<file path="config.mk">
export PLATFORM = sky130hd
export DESIGN_NAME = ixu_bundle_encoder_flat
export DESIGN_NICKNAME = d
export VERILOG_FILES = /design/src/rtl/ixu_bundle_encoder_if.sv /design/src/rtl/ixu_bundle_encoder.sv /design/src/flat_wrapper.sv
export SDC_FILE = /design/constraint.sdc
export NUM_CORES = 1
export LEC_CHECK = 0
export CELL_PAD_IN_SITES_DETAIL_PLACEMENT = 0
export CELL_PAD_IN_SITES_GLOBAL_PLACEMENT = 1
export CORE_ASPECT_RATIO = 0.8
export CORE_MARGIN = 5
export CORE_UTILIZATION = 38
export CTS_BUF_LIST = sky130_fd_sc_hd__clkbuf_4
export DETAILED_ROUTE_END_ITERATION = 12
export HOLD_SLACK_MARGIN = 0.03
export PLACE_DENSITY = 0.88
export SLEW_MARGIN = 0
export SYNTH_ARGS = -nofsm -noshare
export SYNTH_HDL_FRONTEND = slang
export SYNTH_SLANG_ARGS = --single-unit
</file>
<file path="constraint.sdc">
create_clock -name clk -period 5.5 [get_ports clk]
set_input_delay 0.55 -clock clk [delete_from_list [all_inputs] [get_ports clk]]
set_output_delay 0.55 -clock clk [all_outputs]
set_load 0.02 [all_outputs]
</file>
<file path="src/rtl/ixu_bundle_encoder_if.sv">
// ixu_bundle_encoder_if: micro-op in / VLIW bundle out handshake bus between issue producer and bundle encoder
interface ixu_bundle_encoder_if #(parameter int SLOTS = 4);
  logic                uop_valid_i;
  logic                uop_ready_o;
  logic [3:0]          uop_op_i;
  logic                uop_is_imm_i;
  logic [4:0]          uop_rs1_i;
  logic [4:0]          uop_rs2_i;
  logic [4:0]          uop_rd_i;
  logic [11:0]         uop_imm_i;
  logic                flush_i;
  logic                bundle_valid_o;
  logic                bundle_ready_i;
  logic [32*SLOTS-1:0] bundle_o;
  logic [SLOTS-1:0]    bundle_mask_o;
  logic                err_o;
  logic [7:0]          err_count_o;
  modport master (
    output uop_valid_i, uop_op_i, uop_is_imm_i, uop_rs1_i, uop_rs2_i, uop_rd_i, uop_imm_i, flush_i, bundle_ready_i,
    input  uop_ready_o, bundle_valid_o, bundle_o, bundle_mask_o, err_o, err_count_o
  );
  modport slave (
    input  uop_valid_i, uop_op_i, uop_is_imm_i, uop_rs1_i, uop_rs2_i, uop_rd_i, uop_imm_i, flush_i, bundle_ready_i,
    output uop_ready_o, bundle_valid_o, bundle_o, bundle_mask_o, err_o, err_count_o
  );
endinterface

</file>
<file path="src/rtl/ixu_bundle_encoder.sv">
// ixu_bundle_encoder: encodes IXU uops into RV32 R/I ALU words packed SLOTS per bundle; IXU_ENC_TIMEOUT_EN enables idle auto-flush
module ixu_bundle_encoder #(
  parameter int SLOTS   = 4,
  parameter int TIMEOUT = 16
) (
  input logic clk,
  input logic rst,
  ixu_bundle_encoder_if.slave bus
);
  localparam int IW = $clog2(SLOTS);
  localparam int CW = IW + 1;
  localparam logic [CW-1:0] FULL = CW'(SLOTS);
  typedef enum logic {FILL, HOLD} state_t;
  state_t              state;
  logic [CW-1:0]       count;
  logic [32*SLOTS-1:0] bundle;
  logic [SLOTS-1:0]    mask;
  logic                err;
  logic [7:0]          err_count;
  logic                illegal, fire, acc, shift, go_hold, tmo;
  logic [2:0]          f3;
  logic [6:0]          f7;
  logic [31:0]         word;
  logic [CW-1:0]       nxt;
  logic [IW-1:0]       idx;
  assign illegal = bus.uop_op_i > 4'd9 || (bus.uop_op_i == 4'd1 && bus.uop_is_imm_i);
  assign fire    = bus.uop_valid_i && state == FILL;
  assign acc     = fire && !illegal;
  assign nxt     = count + CW'(acc);
  assign idx     = count[IW-1:0];
  assign shift   = bus.uop_op_i == 4'd5 || bus.uop_op_i == 4'd6 || bus.uop_op_i == 4'd7;
  assign f7      = (bus.uop_op_i == 4'd1 || bus.uop_op_i == 4'd7) ? 7'h20 : 7'h00;
  assign go_hold = (acc && nxt == FULL) || ((bus.flush_i || tmo) && nxt != '0);
  always_comb begin
    f3 = 3'd0;
    case (bus.uop_op_i)
      4'd2:       f3 = 3'd4;
      4'd3:       f3 = 3'd6;
      4'd4:       f3 = 3'd7;
      4'd5:       f3 = 3'd1;
      4'd6, 4'd7: f3 = 3'd5;
      4'd8:       f3 = 3'd2;
      4'd9:       f3 = 3'd3;
      default:    f3 = 3'd0;
    endcase
  end
  assign word = bus.uop_is_imm_i
    ? {shift ? {f7, bus.uop_imm_i[4:0]} : bus.uop_imm_i, bus.uop_rs1_i, f3, bus.uop_rd_i, 7'b0010011}
    : {f7, bus.uop_rs2_i, bus.uop_rs1_i, f3, bus.uop_rd_i, 7'b0110011};
`ifdef IXU_ENC_TIMEOUT_EN
  localparam int TW = $clog2(TIMEOUT + 1);
  logic [TW-1:0] idle;
  assign tmo = idle == TW'(TIMEOUT);
  always_ff @(posedge clk)
    if (rst || state != FILL || acc || go_hold) idle <= '0;
    else if (count != '0) idle <= idle + TW'(1);
`else
  assign tmo = 1'b0 && TIMEOUT > 0;
`endif
  always_ff @(posedge clk) begin
    if (rst) begin
      state     <= FILL;
      count     <= '0;
      bundle    <= '0;
      mask      <= '0;
      err       <= 1'b0;
      err_count <= 8'd0;
    end else begin
      err <= fire && illegal;
      if (fire && illegal && err_count != 8'hFF) err_count <= err_count + 8'd1;
      if (state == FILL) begin
        if (acc) begin
          bundle[32*idx +: 32] <= word;
          mask[idx]            <= 1'b1;
          count                <= nxt;
        end
        if (go_hold) state <= HOLD;
      end else if (bus.bundle_ready_i) begin
        state  <= FILL;
        count  <= '0;
        bundle <= '0;
        mask   <= '0;
      end
    end
  end
  assign bus.uop_ready_o    = state == FILL;
  assign bus.bundle_valid_o = state == HOLD;
  assign bus.bundle_o       = bundle;
  assign bus.bundle_mask_o  = mask;
  assign bus.err_o          = err;
  assign bus.err_count_o    = err_count;
endmodule

</file>
<file path="src/flat_wrapper.sv">
// flat-port wrapper written by rule: the top's interface ports become plain ports
module ixu_bundle_encoder_flat 
#(
  parameter int SLOTS   = 4,
  parameter int TIMEOUT = 16
)
  (clk, rst, bus_uop_valid_i, bus_uop_op_i, bus_uop_is_imm_i, bus_uop_rs1_i, bus_uop_rs2_i, bus_uop_rd_i, bus_uop_imm_i, bus_flush_i, bus_bundle_ready_i, bus_uop_ready_o, bus_bundle_valid_o, bus_bundle_o, bus_bundle_mask_o, bus_err_o, bus_err_count_o);
  ixu_bundle_encoder_if #(.SLOTS(SLOTS)) bus_i ();
  input logic clk;
  input logic rst;
  input wire logic [$bits(bus_i.uop_valid_i)-1:0] bus_uop_valid_i;
  input wire logic [$bits(bus_i.uop_op_i)-1:0] bus_uop_op_i;
  input wire logic [$bits(bus_i.uop_is_imm_i)-1:0] bus_uop_is_imm_i;
  input wire logic [$bits(bus_i.uop_rs1_i)-1:0] bus_uop_rs1_i;
  input wire logic [$bits(bus_i.uop_rs2_i)-1:0] bus_uop_rs2_i;
  input wire logic [$bits(bus_i.uop_rd_i)-1:0] bus_uop_rd_i;
  input wire logic [$bits(bus_i.uop_imm_i)-1:0] bus_uop_imm_i;
  input wire logic [$bits(bus_i.flush_i)-1:0] bus_flush_i;
  input wire logic [$bits(bus_i.bundle_ready_i)-1:0] bus_bundle_ready_i;
  output wire logic [$bits(bus_i.uop_ready_o)-1:0] bus_uop_ready_o;
  output wire logic [$bits(bus_i.bundle_valid_o)-1:0] bus_bundle_valid_o;
  output wire logic [$bits(bus_i.bundle_o)-1:0] bus_bundle_o;
  output wire logic [$bits(bus_i.bundle_mask_o)-1:0] bus_bundle_mask_o;
  output wire logic [$bits(bus_i.err_o)-1:0] bus_err_o;
  output wire logic [$bits(bus_i.err_count_o)-1:0] bus_err_count_o;
  assign bus_i.uop_valid_i = bus_uop_valid_i;
  assign bus_i.uop_op_i = bus_uop_op_i;
  assign bus_i.uop_is_imm_i = bus_uop_is_imm_i;
  assign bus_i.uop_rs1_i = bus_uop_rs1_i;
  assign bus_i.uop_rs2_i = bus_uop_rs2_i;
  assign bus_i.uop_rd_i = bus_uop_rd_i;
  assign bus_i.uop_imm_i = bus_uop_imm_i;
  assign bus_i.flush_i = bus_flush_i;
  assign bus_i.bundle_ready_i = bus_bundle_ready_i;
  assign bus_uop_ready_o = bus_i.uop_ready_o;
  assign bus_bundle_valid_o = bus_i.bundle_valid_o;
  assign bus_bundle_o = bus_i.bundle_o;
  assign bus_bundle_mask_o = bus_i.bundle_mask_o;
  assign bus_err_o = bus_i.err_o;
  assign bus_err_count_o = bus_i.err_count_o;
  ixu_bundle_encoder #(.SLOTS(SLOTS), .TIMEOUT(TIMEOUT)) u_core (.clk(clk), .rst(rst), .bus(bus_i));
endmodule
</file>
* Yosys cells after proc, flatten, opt, wreduce, memory -nomap -nowiden *
Memories as Yosys holds them, arrays and structs flattened.
Cells that the tools add are included.

word-level totals
  bits in registers = 145
  bits in read-only memories = 48
  input port bits = 37
  output and inout port bits = 143
  logic and storage cells = 59
  memories kept = 1

operators by class
  add/sub/neg operators = 3
  magnitude comparators = 3
  eq/ne operators = 7
  shift-type cells = 2
  mux-type cells = 18
  bitwise gates (word level) = 2
  reduce and logical (&&, ||, !) cells = 17

memories
  memory            depth  width  read ports  clocked after Yosys merged registers in  wr ports  RTL line                  text
  (name not given)  16     3      1           0                                        0         ixu_bundle_encoder.sv:36  case (bus.uop_op_i)

operator list
  cell                                                        count
  two-way mux 128 bit                                         3
  bitwise mux 128 bit                                         1
  variable shift 32 x 34 -> 128 bit, first input constant     1
  variable part select 32 x 34 -> 128 bit                     1
  negation 7 -> 34 bit                                        1
  two-way mux 32 bit                                          1
  equality test 4 x 3 -> 1 bit, second input constant         3
  two-way mux 12 bit                                          1
  two-way mux 4 bit                                           3
  two-way mux 3 bit                                           3
  adder 8 x 1 -> 8 bit, second input constant                 1
  logical AND 1 bit                                           8
  inequality test 8 bit, second input constant                1
  two-way mux 6 bit                                           1
  logical OR 1 bit                                            5
  equality test 4 x 1 -> 1 bit, second input constant         1
  > comparator 4 bit, second input constant                   1
  two-way mux 1 bit                                           4
  bitwise OR 4 bit                                            1
  adder 3 x 1 -> 3 bit                                        1
  equality test 3 bit, second input constant                  1
  less-than comparator 2 x 3 -> 1 bit, second input constant  1
  nonzero test 3 bit                                          1
  demux 1 bit (select 2 bit)                                  1
  6 further kinds                                             6

* Depth between registers and ports, before layout *
Gate-level depths: netlist of run 1.

  word-level depth = 11
  gate-level depth with buffers = 11
  gate-level depth less buffers = 8

* Worst setup path after synthesis of run 1 *
Ideal clock, no wire load.

  path kind = input port to flip-flop
  start = input port bus_uop_is_imm_i
  end = register u_core.state, in the netlist u_core.bus.bundle_valid_o
  setup time = 0.122 ns
  data arrival time = 2.746 ns
  required time = 5.378 ns
  slack = 2.632 ns
  cell stages on the path = 10
  path buffers = 3
  cells stage by stage = buf_4 -> or3b_1 -> buf_6 -> o211ai_2 -> inv_2 -> buf_4 -> ha_1 -> ha_1 -> or4_1 -> o311a_1

on the way
  word-level cells in the longest chain between the ends = 10
  elaborated cells between the ends (all ways) = 12
  classes of those cells = add/sub: 1; eq/ne: 1; mux: 2; reduce/logical: 8

ends and longest elaborated chain
  item                                                              RTL line                  text
  start, declared                                                   flat_wrapper.sv:13        input wire logic [$bits(bus_i.uop_is_imm_i)-1:0] bus_uop_is_imm_i;
  logical AND 1 bit *                                               ixu_bundle_encoder.sv:26  assign illegal = bus.uop_op_i > 4'd9 || (bus.uop_op_i == 4'd1 && bus.uop_is_imm_i);
  logical OR 1 bit *                                                ixu_bundle_encoder.sv:26
  logical NOT 1 bit *                                               ixu_bundle_encoder.sv:28  assign acc = fire && !illegal;
  logical AND 1 bit *                                               ixu_bundle_encoder.sv:28
  adder 3 x 1 -> 3 bit                                              ixu_bundle_encoder.sv:29  assign nxt = count + CW'(acc);
  equality test 3 bit / nonzero test 3 bit (equally long branches)  ixu_bundle_encoder.sv:33  assign go_hold = (acc && nxt == FULL) || ((bus.flush_i || tmo) && nxt != '0);
  logical AND 1 bit                                                 ixu_bundle_encoder.sv:33
  logical OR 1 bit *                                                ixu_bundle_encoder.sv:33
  two-way mux 1 bit *                                               ixu_bundle_encoder.sv:77  if (go_hold) state <= HOLD;
  two-way mux 1 bit *                                               ixu_bundle_encoder.sv:71  if (state == FILL) begin
  end signal, assigned                                              ixu_bundle_encoder.sv:62  state <= FILL;
  end signal, assigned                                              ixu_bundle_encoder.sv:77
  end signal, assigned                                              ixu_bundle_encoder.sv:79  state <= FILL;
  end, declared                                                     ixu_bundle_encoder.sv:14  state_t state;

Every way passes the cells marked *; elsewhere a longest branch is shown, timed or not.
A chain may end at the register's enable or synchronous reset.

* Worst setup path in the final report of run 1 *
Ends and elaborated chain as after synthesis.

==> run_results.csv, run 1 <==
group,metric,value,unit
layout,fillers,1246,
power_and_ir_drop,p_leak,2.61,nW
global_route,antenna_found_initial,0,
critical_path,crit_family,"buffers and inverters",
global_route,grt_pass1_vias,4911,
sta,final.setup.tns,0,ns
synthesis,synth-edff-count,0,
critical_path,cp-start-kind,"input pin",
min_path,worstHoldStart,"u_core.bus.bundle_o[26]$_SDFFE_PP0P_",
clocking,clkSlewWorstSetupHoldPaths,0.12,ns
synthesis,post_synth_mux_area_share,0.0256,
sta,worstMarginPinSlew,1.18,ns
critical_path,crit_required,5.92,ns
clocking,post_cts_buffers,0,
power_and_ir_drop,swShare,0.306,
layout,diodes,0,
die,fp.dieW,144,µm
sta,finalCritPeriodShare,0.635,
global_route,grt_first_pass_wirelength,27.8,mm
clocking,clockRootBuffer,"clkbuf_4",
critical_path,cpMaxStageDelayCell,"clkdlybuf4s50_1",
clocking,cts_num_sinks,125,
status,outcome,"complete, no violations",
detailed_routing,postRouteAntennaNets,0,
clocking,clk-insertion-delay-late,0.53,ns
detailed_routing,drt-total-wl,18.0,mm
detailed_routing,drt_first_iter_violations,518,
clocking,h-tree-depth,4,
synthesis,yosysWarnings,0,
synthesis,synth_compound_area_frac,0.224,
synthesis,synth-xor-area-share,0.00160,
layout,post-route-util,0.519,
critical_path,reg2reg_to,"u_core.bus.bundle_o[29]$_SDFFE_PP0P_",
die,io_pins,180,
critical_path,rrSetupSlack,2.59,ns
synthesis,syn_inst,590,
critical_path,path_cells,"clkdlybuf4s50_1 > or3b_1 > o211ai_2 > inv_2 > ha_1 > ha_1 > or4_1 > o311a_1",
power_and_ir_drop,p_sw,0.000577,W
run,cap_violations,0,
critical_path,cp_data_arrival_time,3.91,ns
synthesis,async_flop_share,0,
sta,max_slew_margin,0.208,
clocking,clockBufferDepth,2,
clocking,ctsResizeCount,0,
detailed_routing,dr.pass1.iters,5,
die,rows,39,
sta,slew_viol_final,0,
sta,fmax,286,MHz
synthesis,netlist_area,5480,µm²
die,dieArea,16900,µm²
critical_path,critPathMaxFanout,18,
sta,skew,0.0195,ns
power_and_ir_drop,p_int,0.00131,W
placed_design,io_buffers,167,
global_route,grt_usage,0.207,
synthesis,synth-seq-cells,125,
die,core,14200,µm²
sta,setup-violations-final,0,
layout,nets,765,
die,start_util,0.386,
power_and_ir_drop,peakVddDrop,0.120,mV
clocking,cts_hold_buf,0,
detailed_routing,num_vias,5204,
synthesis,synth_adder_area_share,0.0183,
critical_path,reg2regPathDepth,6,
layout,drive_above_1_share,0.0819,
min_path,hp-class,"register to register",
clocking,tritoncts,"built",
critical_path,cpPeakStageDelay,1.00,ns
layout,multi_input_area,2560,µm²
critical_path,setup.worst_path.end_class,"register",
synthesis,synth_top_family_by_area,"compound AO/OA/AOI/OAI gates",
power_and_ir_drop,p_comb_frac,0.147,
die,die_h,117,µm
sta,rsz0062_at_grt,"false",
sta,min_period,3.49,ns
critical_path,path_buf_inv,2,
synthesis,synth_simple_gate_area_share,0.190,
global_route,grt_max_degree,56,
power_and_ir_drop,cellPowerDensity,256,nW/µm²
power_and_ir_drop,p_clk_frac,0.352,
placed_design,place_congestion,0.846,
sta,hold_viol_final,0,
critical_path,critPathKind,"input pin to register",
placed_design,hpwl,13.2,mm
min_path,holdPathStages,2,
power_and_ir_drop,power_frac_seq,0.501,
detailed_routing,viasPerCell,5.68,
layout,area_delta_synth_final,34.4,%
synthesis,synth_cell_types,66,
synthesis,yosysSeqAreaShare,0.457,
layout,final-seq-area,2500,µm²
critical_path,critPathMostFrequentCell,"ha_1",
critical_path,timing.rr.start,"u_core.count[0]$_SDFFE_PP0P_",
global_route,overflow,0,
detailed_routing,post_drt_wl_per_cell,19.6,µm
clocking,cts_buffers,17,
synthesis,synth_area_per_cell,9.28,µm²
synthesis,synthFlopType,"dfxtp_1",
min_path,min_to,"u_core.bus.bundle_o[26]$_SDFFE_PP0P_",
detailed_routing,drc,0,
[through the flow]
| step | worst slack (ns) | std cells | cell area (µm²) | hold slack (ns) | power, W |
|---|---|---|---|---|---|
| global route | 1.89 | 917 | 7360 | 0.485 | 0.00197 |
| CTS | 2.10 | 917 | 7360 | 0.474 | 0.00189 |
| detailed placement | 1.53 | 885 | 7070 | 0.459 | 0.00124 |
| finish | 2.01 | 917 | 7360 | 0.473 | 0.00188 |
| floorplan | 2.63 | 601 | 5520 | 0.512 | 0.00113 |
| global placement | 1.63 | 885 | 7070 | 0.450 | 0.00123 |
[cell usage after synthesis (all sizes together), types with 5 or more instances]
library cell  instances  area, µm²
a22o                 16        140
ha                    8        100
inv                  15       56.3
a21oi                33        180
nor3                  6       35.0
nor2b                 5       31.3
buf                  42        280
mux2i                14        140
clkbuf               32        120
nor2                 28        110
o31ai                39        293
nand3                30        150
a32oi                16        140
o41ai                 7       61.3
dfxtp               125       2500
nand4                43        269
nand2                53        199
o211ai                9       72.6
o21ai                10       53.8
[layout make-up]
| cell class | count | area share |
|---|---|---|
| clock inverters | 14 | 0.0216 |
| multi-input cells | 387 | 0.348 |
| inverters | 15 | 0.00765 |
| well taps | 184 | 0.0313 |
| repair buffers | 174 | 0.233 |
| clock buffers | 18 | 0.0183 |
| flip-flops and latches | 125 | 0.340 |
[cell usage in the layout (no fill, tap or decap), types with 9 or more instances in the layout]
master and n:
clkdlybuf4s50_1 166, dfxtp_1 125, nand2_1 52, nand4_1 43, o31ai_1 39, a21oi_1 31
nand3_1 30, nor2_1 26, clkbuf_4 18, a32oi_1 16, a22o_1 16, mux2i_1 14
inv_1 13, conb_1 12, o21ai_0 9
[kinds of logic (layout without fill, tap and decap cells)]
family | count (synthesis) | count (layout)
AND/OR/NAND/NOR | 196 | 196
AO/OA/AOI/OAI | 156 | 156
flip-flops | 125 | 125
buffers and inverters | 89 | 221
multiplexers | 14 | 14
adder cells (fa/ha/maj) | 8 | 8
other | 1 | 12
XOR/XNOR | 1 | 1
[worst max path at each step]
stage,start,to,slack (ns),depth (start not counted)
finish,bus_uop_is_imm_i,u_core.bus.bundle_valid_o$_SDFF_PP0_,2.01,8
floorplan,bus_uop_is_imm_i,u_core.bus.bundle_valid_o$_SDFF_PP0_,2.63,10
CTS,bus_uop_is_imm_i,u_core.bus.bundle_valid_o$_SDFF_PP0_,2.10,8
detailed placement,bus_uop_is_imm_i,u_core.bus.bundle_valid_o$_SDFF_PP0_,1.53,8
global route,bus_uop_is_imm_i,u_core.bus.bundle_valid_o$_SDFF_PP0_,1.89,8
global placement,bus_uop_is_imm_i,u_core.bus.bundle_valid_o$_SDFF_PP0_,1.63,8
[registers in the layout, indices dropped and copies added, names as in the netlist]
signal                     flops
u_core.count                   3
u_core.bus.err_count_o         8
u_core.bus.bundle_mask_o       4
u_core.bus.bundle_o          108
u_core.bus.err_o               1
u_core.bus.bundle_valid_o      1
[power groups by stage]
stage | Combinational [W] | Clock, W | Sequential, W
floorplan | 0.000154 | 0 | 0.000980
global placement | 0.000270 | 0 | 0.000962
detailed placement | 0.000274 | 0 | 0.000963
CTS | 0.000275 | 0.000675 | 0.000943
global route | 0.000297 | 0.000723 | 0.000946
finish | 0.000277 | 0.000663 | 0.000943
[worst min-delay path, cell delays in order, from the launching register on]
cell     delay, ns
dfxtp_1       0.33
nand2_1       0.05
o21ai_0       0.06
[metal layers]
layer | GRT usage | part of all wire | up-vias
met5 | 0 | 0 | -
met4 | 0.0565 | 0.015 | 0
met3 | 0.0578 | 0.077 | 29
met2 | 0.305 | 0.45 | 232
met1 | 0.297 | 0.46 | 2488
li1 | - | - | 2455
Note: power is estimated with default switching activity, not from simulation.
==> run 2: changes to the inputs <==
--- a/config.mk
+++ b/config.mk
@@ -9,11 +9,11 @@
 export CELL_PAD_IN_SITES_GLOBAL_PLACEMENT = 1
 export CORE_ASPECT_RATIO = 0.8
 export CORE_MARGIN = 5
-export CORE_UTILIZATION = 38
+export CORE_UTILIZATION = 35
 export CTS_BUF_LIST = sky130_fd_sc_hd__clkbuf_4
 export DETAILED_ROUTE_END_ITERATION = 12
 export HOLD_SLACK_MARGIN = 0.03
-export PLACE_DENSITY = 0.88
+export PLACE_DENSITY = 0.82
 export SLEW_MARGIN = 0
 export SYNTH_ARGS = -nofsm -noshare
 export SYNTH_HDL_FRONTEND = slang
==> constraint.sdc (replaced) <==
create_clock -name clk -period 3.3 [get_ports clk]
set_input_delay 0.33 -clock clk [delete_from_list [all_inputs] [get_ports clk]]
set_output_delay 0.33 -clock clk [all_outputs]
set_load 0.02 [all_outputs]
==> run 2 against run 1 <==
Worst setup slack lost 1.3 ns. Power grew 72%. Utilization shrank 2.3 points. Via count grew 0.61%. Flip-flop and latch count is the same. Final cell count grew 4.4%. Count of clock-buffer cells in the layout is the same. Non-clock buffer count grew 13. Cell area grew 2.1%.
==> run_results.csv, run 2 (synthesis results as in run 1) <==
group,metric,value,unit
clocking,cts_buffers,17,
layout,final_cell_mix,"166 x clkdlybuf4s50_1, 125 x dfxtp_1, 52 x nand2_1",
sta,setup-violations-final,0,
clocking,h-tree-depth,4,
layout,nets,778,
detailed_routing,drt-total-wl,18.7,mm
die,die_h,122,µm
sta,fmax,385,MHz
critical_path,setup.worst_path.end_class,"register",
detailed_routing,drc,0,
global_route,grt_first_pass_wirelength,28.7,mm
layout,layout_commonest_cell,"clkdlybuf4s50_1",
detailed_routing,dr.pass1.iters,5,
clocking,clkSlewWorstSetupHoldPaths,0.11,ns
global_route,overflow,0,
sta,final.setup.tns,0,ns
global_route,grt_usage,0.200,
power_and_ir_drop,cellPowerDensity,431,nW/µm²
detailed_routing,post_drt_wl_per_cell,19.5,µm
detailed_routing,viasPerCell,5.47,
min_path,worstHoldStart,"rst",
critical_path,reg2regPathDepth,7,
layout,drive_above_1_share,0.0992,
clocking,tritoncts,"built",
critical_path,critPathMaxFanout,19,
placed_design,dp_cells,924,
min_path,hp-class,"input pin to register",
power_and_ir_drop,p_leak,2.68,nW
clocking,cts_num_sinks,125,
layout,fin_cells,957,
die,io_pins,180,
critical_path,critPathKind,"register to register",
die,fp.dieW,150,µm
critical_path,reg2reg_to,"u_core.bus.bundle_o[25]$_SDFFE_PP0P_",
critical_path,rrSetupSlack,0.71,ns
detailed_routing,num_vias,5236,
critical_path,cp-start-kind,"register",
min_path,holdPathStages,2,
detailed_routing,postRouteAntennaNets,0,
clocking,ctsResizeCount,0,
sta,worstMarginPinSlew,1.09,ns
clocking,clockRootBuffer,"clkbuf_4",
global_route,grt_pass1_vias,5046,
min_path,min_to,"u_core.bus.err_o$_SDFF_PP0_",
sta,slew_viol_final,0,
layout,largest_reg_flops,108,
detailed_routing,drt_first_iter_violations,388,
clocking,clk-insertion-delay-late,0.53,ns
sta,max_slew_margin,0.268,
critical_path,timing.rr.start,"u_core.count[0]$_SDFFE_PP0P_",
sta,skew,0.0205,ns
clocking,cts_hold_buf,0,
layout,multi_input_area,2560,µm²
sta,finalCritPeriodShare,0.786,
critical_path,cp_data_arrival_time,3.03,ns
layout,fillers,1407,
placed_design,hpwl,13.9,mm
sta,hold_viol_final,0,
global_route,grt_max_degree,43,
die,start_util,0.361,
global_route,antenna_found_initial,0,
placed_design,place_area,7200,µm²
run,cap_violations,0,
power_and_ir_drop,peakVddDrop,0.174,mV
die,core,15200,µm²
sta,min_period,2.59,ns
status,outcome,"complete, no violations",
layout,final-seq-area,2500,µm²
die,dieArea,18300,µm²
sta,rsz0062_at_grt,"false",
clocking,post_cts_buffers,0,
clocking,clockBufferDepth,2,
sta,hold_ws,0.360,ns
critical_path,crit_required,3.74,ns
placed_design,io_buffers,167,
placed_design,place_congestion,0.845,
layout,post-route-cell-area,7520,µm²
layout,area_delta_synth_final,37.3,%
die,rows,40,
run 2: changes by cell type in the layout (fill, tap and decap cells not counted), sizes merged:
cell	previous run	this run
buf	8	21
clkinv	7	5
bufinv	2	3
clkinvlp	0	1
diode	0	1
run 2: cell type report:
type	instances	area share
well taps	210	0.0349
diodes	1	0.000333
multi-input cells	387	0.341
clock buffers	18	0.0180
flip-flops and latches	125	0.333
clock inverters	14	0.0241
inverters	15	0.00749
repair buffers	187	0.242
run 2: worst max path at each step:
stage / from / end / slack [ns] / depth (start not counted)
global route: u_core.count[0]$_SDFFE_PP0P_ / u_core.bus.bundle_o[31]$_SDFFE_PP0P_ / 0.56 / 7
finish: u_core.count[0]$_SDFFE_PP0P_ / u_core.bus.bundle_o[25]$_SDFFE_PP0P_ / 0.71 / 7
floorplan: bus_uop_is_imm_i / u_core.bus.bundle_valid_o$_SDFF_PP0_ / 0.65 / 10
CTS: u_core.count[0]$_SDFFE_PP0P_ / u_core.bus.bundle_o[25]$_SDFFE_PP0P_ / 0.74 / 7
global placement: bus_uop_is_imm_i / u_core.bus.bundle_valid_o$_SDFF_PP0_ / 0.37 / 8
detailed placement: bus_uop_is_imm_i / u_core.bus.bundle_valid_o$_SDFF_PP0_ / 0.26 / 8
run 2: layer usage:
metal,track usage,wire [µm]
met1,0.278,8530
met4,0.0537,189
met5,0,0
met2,0.316,8660
met3,0.0439,1320
run 2: critical path, cell delays in order (launching register included):
cell,delay [ns]
dfxtp_1,0.54
inv_1,0.11
ha_1,0.35
or4b_1,0.48
buf_4,0.23
a2111oi_4,0.53
o211ai_1,0.17
o21ai_0,0.10
run 2: per-stage QoR:
step / util / power, W / setup WS [ns]
global placement: 0.475 / 0.00207 / 0.371
finish: 0.496 / 0.00324 / 0.706
floorplan: - / 0.00189 / 0.652
CTS: 0.496 / 0.00326 / 0.736
global route: 0.496 / 0.00338 / 0.562
detailed placement: 0.475 / 0.00208 / 0.261
run 2: where the power goes:
part / total [W] / internal (W) / switching, W
Clock: 0.00119 / 0.000549 / 0.000636
Combinational: 0.000483 / 0.000174 / 0.000309
Sequential: 0.00157 / 0.00154 / 0.0000288
==> run 3: changes to the inputs <==
--- a/config.mk
+++ b/config.mk
@@ -9,11 +9,11 @@
 export CELL_PAD_IN_SITES_GLOBAL_PLACEMENT = 1
 export CORE_ASPECT_RATIO = 0.8
 export CORE_MARGIN = 5
-export CORE_UTILIZATION = 35
+export CORE_UTILIZATION = 32
 export CTS_BUF_LIST = sky130_fd_sc_hd__clkbuf_4
 export DETAILED_ROUTE_END_ITERATION = 12
 export HOLD_SLACK_MARGIN = 0.03
-export PLACE_DENSITY = 0.82
+export PLACE_DENSITY = 0.79
 export SLEW_MARGIN = 0
 export SYNTH_ARGS = -nofsm -noshare
 export SYNTH_HDL_FRONTEND = slang
==> constraint.sdc (replaced) <==
create_clock -name clk -period 2.1 [get_ports clk]
set_input_delay 0.21 -clock clk [delete_from_list [all_inputs] [get_ports clk]]
set_output_delay 0.21 -clock clk [all_outputs]
set_load 0.02 [all_outputs]
==> run 3 against run 2 <==
Wire length rose by 1.1%. Clock skew fell by 0.0060 ns. Via count rose by 3.3%. Cell area rose by 6.7%. Flip-flop and latch count did not move. Maximum frequency rose by 29%. Non-clock buffer count rose by 42. Clock power rose by 52%. Worst setup slack got worse by 0.62 ns. Utilization fell by 1.4 points. Sequential share of layout area fell by 2.0 points. Power rose by 59%.
==> run_results.csv, run 3 (synthesis results as in run 1) <==
group,metric,value,unit
layout,drive_above_1_share,0.156,
layout,post-route-util,0.481,
die,dieArea,19900,µm²
placed_design,place_congestion,0.865,
clocking,cts_buffers,17,
power_and_ir_drop,peakVddDrop,0.364,mV
die,io_pins,180,
layout,post-route-cell-area,8020,µm²
clocking,h-tree-depth,4,
sta,slew_viol_final,0,
critical_path,reg2regPathDepth,6,
layout,fillers,1524,
layout,layout_commonest_cell,"clkdlybuf4s50_1",
clocking,clkSlewWorstSetupHoldPaths,0.12,ns
placed_design,hpwl,14.3,mm
global_route,grt_usage,0.185,
placed_design,io_buffers,167,
min_path,hp-class,"input pin to register",
layout,multi_input_area,2630,µm²
sta,worstMarginPinSlew,0.751,ns
power_and_ir_drop,cellPowerDensity,643,nW/µm²
global_route,overflow,0,
die,fp.dieW,156,µm
clocking,clk-insertion-delay-late,0.55,ns
sta,finalCritPeriodShare,0.957,
detailed_routing,drt_first_iter_violations,442,
layout,nets,820,
critical_path,critPathKind,"register to register",
critical_path,crit_start,"u_core.count[0]$_SDFFE_PP0P_",
clocking,clockRootBuffer,"clkbuf_4",
sta,max_slew_margin,0.498,
global_route,grt_max_degree,35,
clocking,clockBufferDepth,2,
layout,largest_reg_flops,108,
global_route,grt_first_pass_wirelength,29.2,mm
run,cap_violations,0,
critical_path,setup.worst_path.end_class,"register",
clocking,tritoncts,"built",
sta,rsz0062_at_grt,"true",
global_route,antenna_found_initial,1,
detailed_routing,num_vias,5410,
die,start_util,0.329,
clocking,cts_num_sinks,125,
placed_design,place_area,7660,µm²
die,die_h,127,µm
sta,min_period,2.01,ns
critical_path,rrSetupSlack,0.09,ns
critical_path,cp-start-kind,"register",
status,outcome,"complete, no violations",
detailed_routing,postRouteAntennaNets,0,
sta,setup-violations-final,0,
detailed_routing,dr.pass1.iters,5,
layout,area_delta_synth_final,46.4,%
layout,final-seq-area,2500,µm²
min_path,worstHoldStart,"bus_uop_rd_i[3]",
global_route,grt_pass1_vias,5279,
sta,skew,0.0144,ns
detailed_routing,viasPerCell,5.36,
die,rows,42,
critical_path,reg2reg_to,"u_core.bus.bundle_o[26]$_SDFFE_PP0P_",
die,core,16700,µm²
critical_path,endpoint,"u_core.bus.bundle_o[26]$_SDFFE_PP0P_",
critical_path,critPathMaxFanout,6,
critical_path,timing.rr.start,"u_core.count[0]$_SDFFE_PP0P_",
sta,fmax,497,MHz
sta,hold_ws,0.267,ns
detailed_routing,drc,0,
sta,hold_viol_final,0,
critical_path,cp_data_arrival_time,2.47,ns
critical_path,crit_required,2.56,ns
layout,final_cell_mix,"165 x clkdlybuf4s50_1, 123 x dfxtp_1, 52 x nand2_1, 52 x buf_4, 43 x nand4_1",
detailed_routing,post_drt_wl_per_cell,18.7,µm
power_and_ir_drop,p_leak,2.92,nW
detailed_routing,drt-total-wl,18.9,mm
-- run 3: cell types whose count changed in the layout (fill, tap and decap cells not counted), moves of 3 or more --
| cell | before | now |
|---|---|---|
| clkinv_4 | 4 | 1 |
| buf_12 | 0 | 9 |
| buf_4 | 20 | 52 |
| ha_1 | 8 | 5 |
| ha_4 | 0 | 3 |
-- run 3: how the worst min path moves through the flow --
stage	endpoint	slack (ns)	depth (start not counted)
after global placement	u_core.bus.bundle_mask_o[0]$_SDFFE_PP0P_	0.45	1
after floorplan	u_core.bus.bundle_o[41]$_SDFFE_PP0P_	0.34	1
after CTS	u_core.bus.bundle_o[80]$_SDFFE_PP0P_	0.21	3
after detailed placement	u_core.bus.bundle_o[27]$_SDFFE_PP0P_	0.46	2
final	u_core.bus.bundle_o[74]$_SDFFE_PP0P_	0.27	3
after global routing	u_core.bus.bundle_o[74]$_SDFFE_PP0P_	0.23	3
-- run 3: layout make-up --
class / count / share of cell area
Multi-Input combinational cell: 387 / 0.328
Sequential cell: 125 / 0.312
Timing Repair Buffer: 229 / 0.280
Tap cell: 220 / 0.0343
Clock inverter: 14 / 0.0207
Clock buffer: 18 / 0.0168
Inverter: 15 / 0.00702
Antenna cell: 1 / 0.000312
-- run 3: report_power, final --
| group | internal (W) | switching (W) |
|---|---|---|
| sequential | 0.00242 | 0.0000382 |
| clock | 0.000840 | 0.000972 |
| combinational | 0.000375 | 0.000514 |
| total | 0.00364 | 0.00152 |
-- run 3: through the flow --
| step | std cells | power, W | setup TNS (ns) | setup slack [ns] |
|---|---|---|---|---|
| after floorplan | 601 | 0.00298 | -0.237 | -0.237 |
| after global placement | 973 | 0.00336 | -10.71 | -0.370 |
| after detailed placement | 973 | 0.00338 | -14.83 | -0.440 |
| after CTS | 1007 | 0.00518 | 0 | 0.0277 |
| after global routing | 1009 | 0.00537 | -0.00310 | -0.00310 |
| final | 1009 | 0.00516 | 0 | 0.0898 |
-- run 3: critical path, stage by stage, from the launching register on --
cell and delay, ns:
dfxtp_2 0.35, inv_2 0.05, ha_4 0.24, or4b_4 0.52, a2111oi_4 0.48, o211ai_1 0.18
o21ai_1 0.12
-- run 3: timing repair --
action                     CTS  global route
pin swaps                    1             3
hold buffers                 1             0
gates cloned                 0             0
setup endpoints to repair   29            12
hold endpoints to repair     2             0
buffers inserted             1             1
gates resized for setup      2             7
-- run 3: per-layer routing --
metal	track usage	up-vias	wire length, µm
met3	0.0497	16	1400
met2	0.294	209	8850
li1	-	2561	-
met4	0.0505	0	211
met1	0.250	2624	8440
met5	0	-	0
